$ cat src/rtl/wide_add_seq_pkg.sv
// Shared constants and FSM state encoding
// for the multi-word add/subtract sequencer.
package wide_add_pkg;

   localparam int WORD_W    = 32;
   localparam int MAX_WORDS = 16;

   typedef logic [1:0] state_t;

   localparam state_t IDLE = 2'd0;
   localparam state_t RUN  = 2'd1;
   localparam state_t DONE = 2'd2;

endpackage

$ cat src/rtl/wide_add_seq_if.sv
// Operand request and result handshake bundle
// between the ALU operand stage and writeback.
interface wide_add_seq_if #(
   parameter int WORDS = 4
);
   import wide_add_pkg::*;

   localparam int W = WORD_W * WORDS;

   logic         in_valid;
   logic         in_ready;
   logic [W-1:0] in_a;
   logic [W-1:0] in_b;
   logic         in_sub;
   logic         out_valid;
   logic         out_ready;
   logic [W-1:0] out_sum;
   logic         out_cout;
   logic         out_ovf;

   modport master (
      output in_valid,
      output in_a,
      output in_b,
      output in_sub,
      output out_ready,
      input  in_ready,
      input  out_valid,
      input  out_sum,
      input  out_cout,
      input  out_ovf
   );

   modport slave (
      input  in_valid,
      input  in_a,
      input  in_b,
      input  in_sub,
      input  out_ready,
      output in_ready,
      output out_valid,
      output out_sum,
      output out_cout,
      output out_ovf
   );

endinterface

$ cat src/rtl/wide_add_seq_adder.sv
// 32-bit ripple-carry adder: the single
// arithmetic datapath reused for every word.
module ripple_adder
   import wide_add_pkg::*;
(
   input  logic [WORD_W-1:0] a_i,
   input  logic [WORD_W-1:0] b_i,
   input  logic              cin_i,
   output logic [WORD_W-1:0] sum_o,
   output logic              cout_o
);

   logic [WORD_W:0] c;

   // Bit-serial carry chain, LSB to MSB
   always_comb begin
      c     = '0;
      sum_o = '0;
      c[0]  = cin_i;
      for (int i = 0; i < WORD_W; i++) begin
         sum_o[i] = a_i[i] ^ b_i[i] ^ c[i];
         c[i+1]   = (a_i[i] & b_i[i])
                  | (a_i[i] & c[i])
                  | (b_i[i] & c[i]);
      end
      cout_o = c[WORD_W];
   end

endmodule

$ cat src/rtl/wide_add_seq.sv
// Multi-word add/sub sequencer, one word per cycle, LSW first.
// Optional WIDE_ADD_OVF_EN enables signed overflow output.
module wide_add_seq
   import wide_add_pkg::*;
#(
   parameter int WORDS = 4
) (
   input  logic         clk,
   input  logic         rst_n,
   wide_add_seq_if.slave bus
);

   localparam int W  = WORD_W * WORDS;
   localparam int KW = (WORDS > 1) ? $clog2(WORDS) : 1;
   localparam logic [KW-1:0] K_LAST = KW'(WORDS - 1);

   state_t        state_q, state_d;
   logic [KW-1:0] k_q, k_d;
   logic          carry_q, carry_d;
   logic [W-1:0]  a_q;
   logic [W-1:0]  b_q;
   logic          sub_q;
   logic [W-1:0]  sum_q;
   logic          cout_q;

   logic [WORD_W-1:0] add_a;
   logic [WORD_W-1:0] add_b;
   logic [WORD_W-1:0] add_sum;
   logic              add_cout;
   logic              accept;
   logic              last;

   assign accept = bus.in_valid && (state_q == IDLE);
   assign last   = (state_q == RUN) && (k_q == K_LAST);

   // Word-select mux feeding the shared adder
   always_comb begin
      add_a = a_q[k_q*WORD_W +: WORD_W];
      add_b = b_q[k_q*WORD_W +: WORD_W];
      if (sub_q) begin
         add_b = ~add_b;
      end
   end

   ripple_adder u_adder (
      .a_i    (add_a),
      .b_i    (add_b),
      .cin_i  (carry_q),
      .sum_o  (add_sum),
      .cout_o (add_cout)
   );

   // Next-state logic for FSM, word counter and carry
   always_comb begin
      state_d = state_q;
      k_d     = k_q;
      carry_d = carry_q;
      unique case (state_q)
         IDLE: begin
            if (accept) begin
               state_d = RUN;
               k_d     = '0;
               carry_d = bus.in_sub;
            end
         end
         RUN: begin
            carry_d = add_cout;
            if (last) begin
               state_d = DONE;
               k_d     = '0;
            end else begin
               k_d = k_q + 1'b1;
            end
         end
         DONE: begin
            if (bus.out_ready) begin
               state_d = IDLE;
            end
         end
         default: begin
            state_d = IDLE;
            k_d     = '0;
         end
      endcase
   end

   // Control state registers
   always_ff @(posedge clk or negedge rst_n) begin
      if (!rst_n) begin
         state_q <= IDLE;
         k_q     <= '0;
         carry_q <= 1'b0;
      end else begin
         state_q <= state_d;
         k_q     <= k_d;
         carry_q <= carry_d;
      end
   end

   // Operand capture on request acceptance
   always_ff @(posedge clk or negedge rst_n) begin
      if (!rst_n) begin
         a_q   <= '0;
         b_q   <= '0;
         sub_q <= 1'b0;
      end else if (accept) begin
         a_q   <= bus.in_a;
         b_q   <= bus.in_b;
         sub_q <= bus.in_sub;
      end
   end

   // Result words fill in as RUN walks the counter
   always_ff @(posedge clk or negedge rst_n) begin
      if (!rst_n) begin
         sum_q  <= '0;
         cout_q <= 1'b0;
      end else if (state_q == RUN) begin
         sum_q[k_q*WORD_W +: WORD_W] <= add_sum;
         if (last) begin
            cout_q <= add_cout;
         end
      end
   end

`ifdef WIDE_ADD_OVF_EN
   logic ovf_q;

   // Signed overflow taken from the top word's MSBs
   always_ff @(posedge clk or negedge rst_n) begin
      if (!rst_n) begin
         ovf_q <= 1'b0;
      end else if (last) begin
         ovf_q <= (add_a[WORD_W-1] == add_b[WORD_W-1])
               && (add_sum[WORD_W-1] != add_a[WORD_W-1]);
      end
   end

   assign bus.out_ovf = ovf_q;
`else
   assign bus.out_ovf = 1'b0;
`endif

   assign bus.in_ready  = (state_q == IDLE);
   assign bus.out_valid = (state_q == DONE);
   assign bus.out_sum   = sum_q;
   assign bus.out_cout  = cout_q;

endmodule

$ cat src/flat_wrapper.sv
// flat-port wrapper written by rule: the top's interface ports become plain ports
module wide_add_seq_flat import wide_add_pkg::*;
#(
   parameter int WORDS = 4
)
  (clk, rst_n, bus_in_valid, bus_in_a, bus_in_b, bus_in_sub, bus_out_ready, bus_in_ready, bus_out_valid, bus_out_sum, bus_out_cout, bus_out_ovf);
  wide_add_seq_if #(.WORDS(WORDS)) bus_i ();
  input  logic clk;
  input  logic rst_n;
  input wire logic [$bits(bus_i.in_valid)-1:0] bus_in_valid;
  input wire logic [$bits(bus_i.in_a)-1:0] bus_in_a;
  input wire logic [$bits(bus_i.in_b)-1:0] bus_in_b;
  input wire logic [$bits(bus_i.in_sub)-1:0] bus_in_sub;
  input wire logic [$bits(bus_i.out_ready)-1:0] bus_out_ready;
  output wire logic [$bits(bus_i.in_ready)-1:0] bus_in_ready;
  output wire logic [$bits(bus_i.out_valid)-1:0] bus_out_valid;
  output wire logic [$bits(bus_i.out_sum)-1:0] bus_out_sum;
  output wire logic [$bits(bus_i.out_cout)-1:0] bus_out_cout;
  output wire logic [$bits(bus_i.out_ovf)-1:0] bus_out_ovf;
  assign bus_i.in_valid = bus_in_valid;
  assign bus_i.in_a = bus_in_a;
  assign bus_i.in_b = bus_in_b;
  assign bus_i.in_sub = bus_in_sub;
  assign bus_i.out_ready = bus_out_ready;
  assign bus_in_ready = bus_i.in_ready;
  assign bus_out_valid = bus_i.out_valid;
  assign bus_out_sum = bus_i.out_sum;
  assign bus_out_cout = bus_i.out_cout;
  assign bus_out_ovf = bus_i.out_ovf;
  wide_add_seq #(.WORDS(WORDS)) u_core (.clk(clk), .rst_n(rst_n), .bus(bus_i));
endmodule
$ cat config.mk
export PLATFORM = sky130hd
export DESIGN_NAME = wide_add_seq_flat
export DESIGN_NICKNAME = d
export VERILOG_FILES = /design/src/rtl/wide_add_seq_pkg.sv /design/src/rtl/wide_add_seq_if.sv /design/src/rtl/wide_add_seq_adder.sv /design/src/rtl/wide_add_seq.sv /design/src/flat_wrapper.sv
export SDC_FILE = /design/constraint.sdc
export NUM_CORES = 1
export LEC_CHECK = 0
export BUFFER_PORTS_ARGS = -buffer_cell sky130_fd_sc_hd__buf_2
export CORE_ASPECT_RATIO = 1.4
export CORE_UTILIZATION = 30
export CTS_CLUSTER_DIAMETER = 120
export DETAILED_ROUTE_END_ITERATION = 10
export SYNTH_ARGS = -nofsm -noshare
export SYNTH_HDL_FRONTEND = slang
export SYNTH_HIERARCHICAL = 1
export SYNTH_SLANG_ARGS = --single-unit
$ cat constraint.sdc
create_clock -name clk -period 30.9 [get_ports clk]
set_input_delay 1.545 -clock clk [delete_from_list [all_inputs] [get_ports clk]]
set_output_delay 1.545 -clock clk [all_outputs]
set_load 0.01 [all_outputs]
==> flow_summary.toml <==
[status]
outcome = "complete, no violations"

[global_routing]
grt_use_met3_pct = 3.23
grt_pass1_wl_um = 75500
grt_pass1_vias = 11800
overflow = 0
use_met1_pct = 20.9
grt_max_degree = 93
track_usage_pct = 16.3
antenna_found_initial = 36
use_met2_pct = 26.3
top_usage_layer = "met2"

[placed_design]
portBuffers = 391
placedCellCount = 2304
gp_congestion = 0.800
post-dp-hpwl_um = 37000

[sta]
max_freq_mhz = 64.6
slew_viol_final = 0
rsz0062_at_grt = "no"
worstMarginPinSlew_ns = 1.12
slew_headroom_pct = 25.6
fin_crit_ns = 15.49
finalSetupViolCount = 0
fin_skew_ns = 0.0200
period_share_pct = 50.1
finalHoldViolCount = 0
fin_setup_tns_ns = 0

[die]
io_pins = 393
dieArea_um2 = 62400
core_area_um2 = 60800
chipWidth_um = 211
die_h_um = 295
start_util_pct = 30.3
placementRows = 107

[clocking]
worstSkewPairLatency_ns = 0.57
cts_tree = "done"
ctsHoldBuffers = 0
cts.root.buffer_cell = "clkbuf_16"
ctsResizeCount = 0
cts.path.max_buffers = 3
cts_buffers = 42
htree_levels = 2
clk_pin_slew_ns = 0.07
postCtsSetupRepairBufs = 0
clock-sinks = 391

[routing]
drtAntennaViolNets = 0
wirelength_um = 51300
vias_per_cell = 4.58
initialDrtViolationCount = 656
drt_pre_antenna_iters = 5
wire_per_inst_um = 21.3
routed-via-count = 11000
drc = 0

[worst_setup_path]
crit_path_max_incr_delay_ns = 0.72
cp.arrival_ns = 15.97
crit_fanout = 41
path_common_cell = "fa_1"
r2r_slack_ns = 15.41
critical_path_required_ns = 31.39
worst_path_max_delay_cell = "dfrtp_4"
worst_setup_path_end_kind = "flop"
crit_path_start_kind = "flop"
crit_type = "flop to flop"

[cells_and_area]
fin_nets = 1829
nFillCells = 5933
final_core_util_pct = 36.7
area_growth_pct = 21.0
regArea_um2 = 9790
drive_gt1_share_pct = 51.9
stdcell_count = 2404
multiInputGateArea_um2 = 7820

[synth]
synthTopCellsByArea = "dfrtp_1 (53%), mux2_4 (19%), mux4_2 (7.8%)"
synth_seq_area_share_pct = 53.1
yosys_warnings = 6
syn_area_per_cell_um2 = 15.9
syn_inst = 1161
yosysUniqueCellTypes = 34
synthesis.area_um2 = 18400
synth_seq_cells = 391
synth_nets = 1459
yosysTopAreaCellShare_pct = 53.1
yosys.area.top_type = "dfrtp_1"

[power_and_ir_drop]
leakage_nw = 10.5
p_per_area_nw_per_um2 = 138
ir_drop_uv = 61.8
power_mw = 3.07

[hold_path]
hold_path.class = "flop to flop"

[flow_run]
drv_cap = 0
## worst paths after layout
path | start | end | cells after the start
hold reg to reg | u_core/bus.out_sum[97]$_DFFE_PN0P_ | u_core/bus.out_sum[97]$_DFFE_PN0P_ | 2
setup / recovery | u_core/k_q[1]$_DFFE_PN0P_ | u_core/bus.out_sum[127]$_DFFE_PN0P_ | 41
hold / removal | u_core/bus.out_sum[97]$_DFFE_PN0P_ | u_core/bus.out_sum[97]$_DFFE_PN0P_ | 2
setup reg to reg | u_core/k_q[1]$_DFFE_PN0P_ | u_core/bus.out_sum[127]$_DFFE_PN0P_ | 41
max in group asynchronous | rst_n | u_core/bus.out_sum[55]$_DFFE_PN0P_ | 3
min in group asynchronous | rst_n | u_core/bus.out_sum[105]$_DFFE_PN0P_ | 1
## cell usage in the layout, fill, tap and decap left out, drive strengths merged, types with 5 or more instances in the layout
master	synthesis	routed
o21ai	66	66
ha	5	5
xor2	32	32
dfrtp	391	391
inv	14	18
buf	63	409
bufinv	0	5
fa	32	32
mux4	64	64
nand2	128	128
diode	0	24
clkbuf	20	56
mux2	258	258
clkinv	0	7
a22o	65	65
## where the power goes
part | leakage (nW) | internal, mW | switching (mW)
registers | 4.87 | 0.750 | 0.146
clock network | 0.698 | 0.313 | 0.217
logic | 4.92 | 0.770 | 0.876
total | 10.5 | 1.83 | 1.24
## sequential cells by signal (all words and copies together) (netlist names)
register	cells
u_core/b_q	128
u_core/carry_q	1
u_core/bus.out_cout	1
u_core/state_q	2
u_core/sub_q	1
u_core/bus.out_sum	128
u_core/a_q	128
u_core/k_q	2
## critical path, delay by kind of cell (launching register included)
family                   cells  cell delay [ns]
adder cells (fa/ha/maj)     32            12.79
XOR/XNOR                     1             0.16
AO/OA/AOI/OAI                1             0.16
buffers and inverters        5             1.01
flip-flops                   1             0.72
multiplexers                 1             0.43
AND/OR/NAND/NOR              1             0.06
## cells in the mapped netlist
master    count
nand2b_1      2
mux2_4      230
inv_1        14
a32o_1        1
a22oi_1       1
fa_1         32
o21ai_1      14
buf_6         6
mux2i_1       1
a22o_1       65
buf_1         4
nand3b_1      2
a21oi_1       1
nor4b_2       1
nand3b_4      2
nor2b_1       2
ha_1          5
clkbuf_1     20
nor2b_2       1
nor4_4        1
buf_4        12
buf_2        19
buf_12       22
o21ai_0      52
nand2_1     128
dfrtp_1     391
nor2_1        4
and2b_1       1
nor4bb_1      1
mux2_2       28
conb_1        1
xor2_1       32
nor4b_4       1
mux4_2       64
## cells by family after synthesis
| family | share of synthesized area (%) |
|---|---|
| compound gates | 5.01 |
| simple gates | 3.59 |
| other cells | 0.0204 |
| fa+ha+maj | 3.82 |
| mux | 28.4 |
| buf+inv | 4.54 |
| flops | 53.1 |
| xor+xnor | 1.52 |
## per-layer routing
metal | wire, um | vias up
met5 | 109 | -
met4 | 1690 | 18
met3 | 2480 | 98
met2 | 25300 | 315
met1 | 21700 | 5689
li1 | - | 4894
## final cells by class
type / instances / area share [%]
flip-flops and latches: 391 / 43.9
well taps: 817 / 4.59
multi-input cells: 673 / 35.1
inverters: 14 / 0.236
diodes: 24 / 0.269
repair buffers: 409 / 9.43
clock buffers: 56 / 5.32
clock inverters: 20 / 1.14
## stage by stage
step	hold slack, ns	setup WS (ns)	area [um2]
detailed placement	0.466	15.37	20800
finish	0.472	15.41	22300
global placement	0.457	15.49	20800
CTS	0.479	15.36	22200
floorplan	0.475	16.98	18400
global route	0.501	14.86	22300
Power figures use the tool's default switching activity.
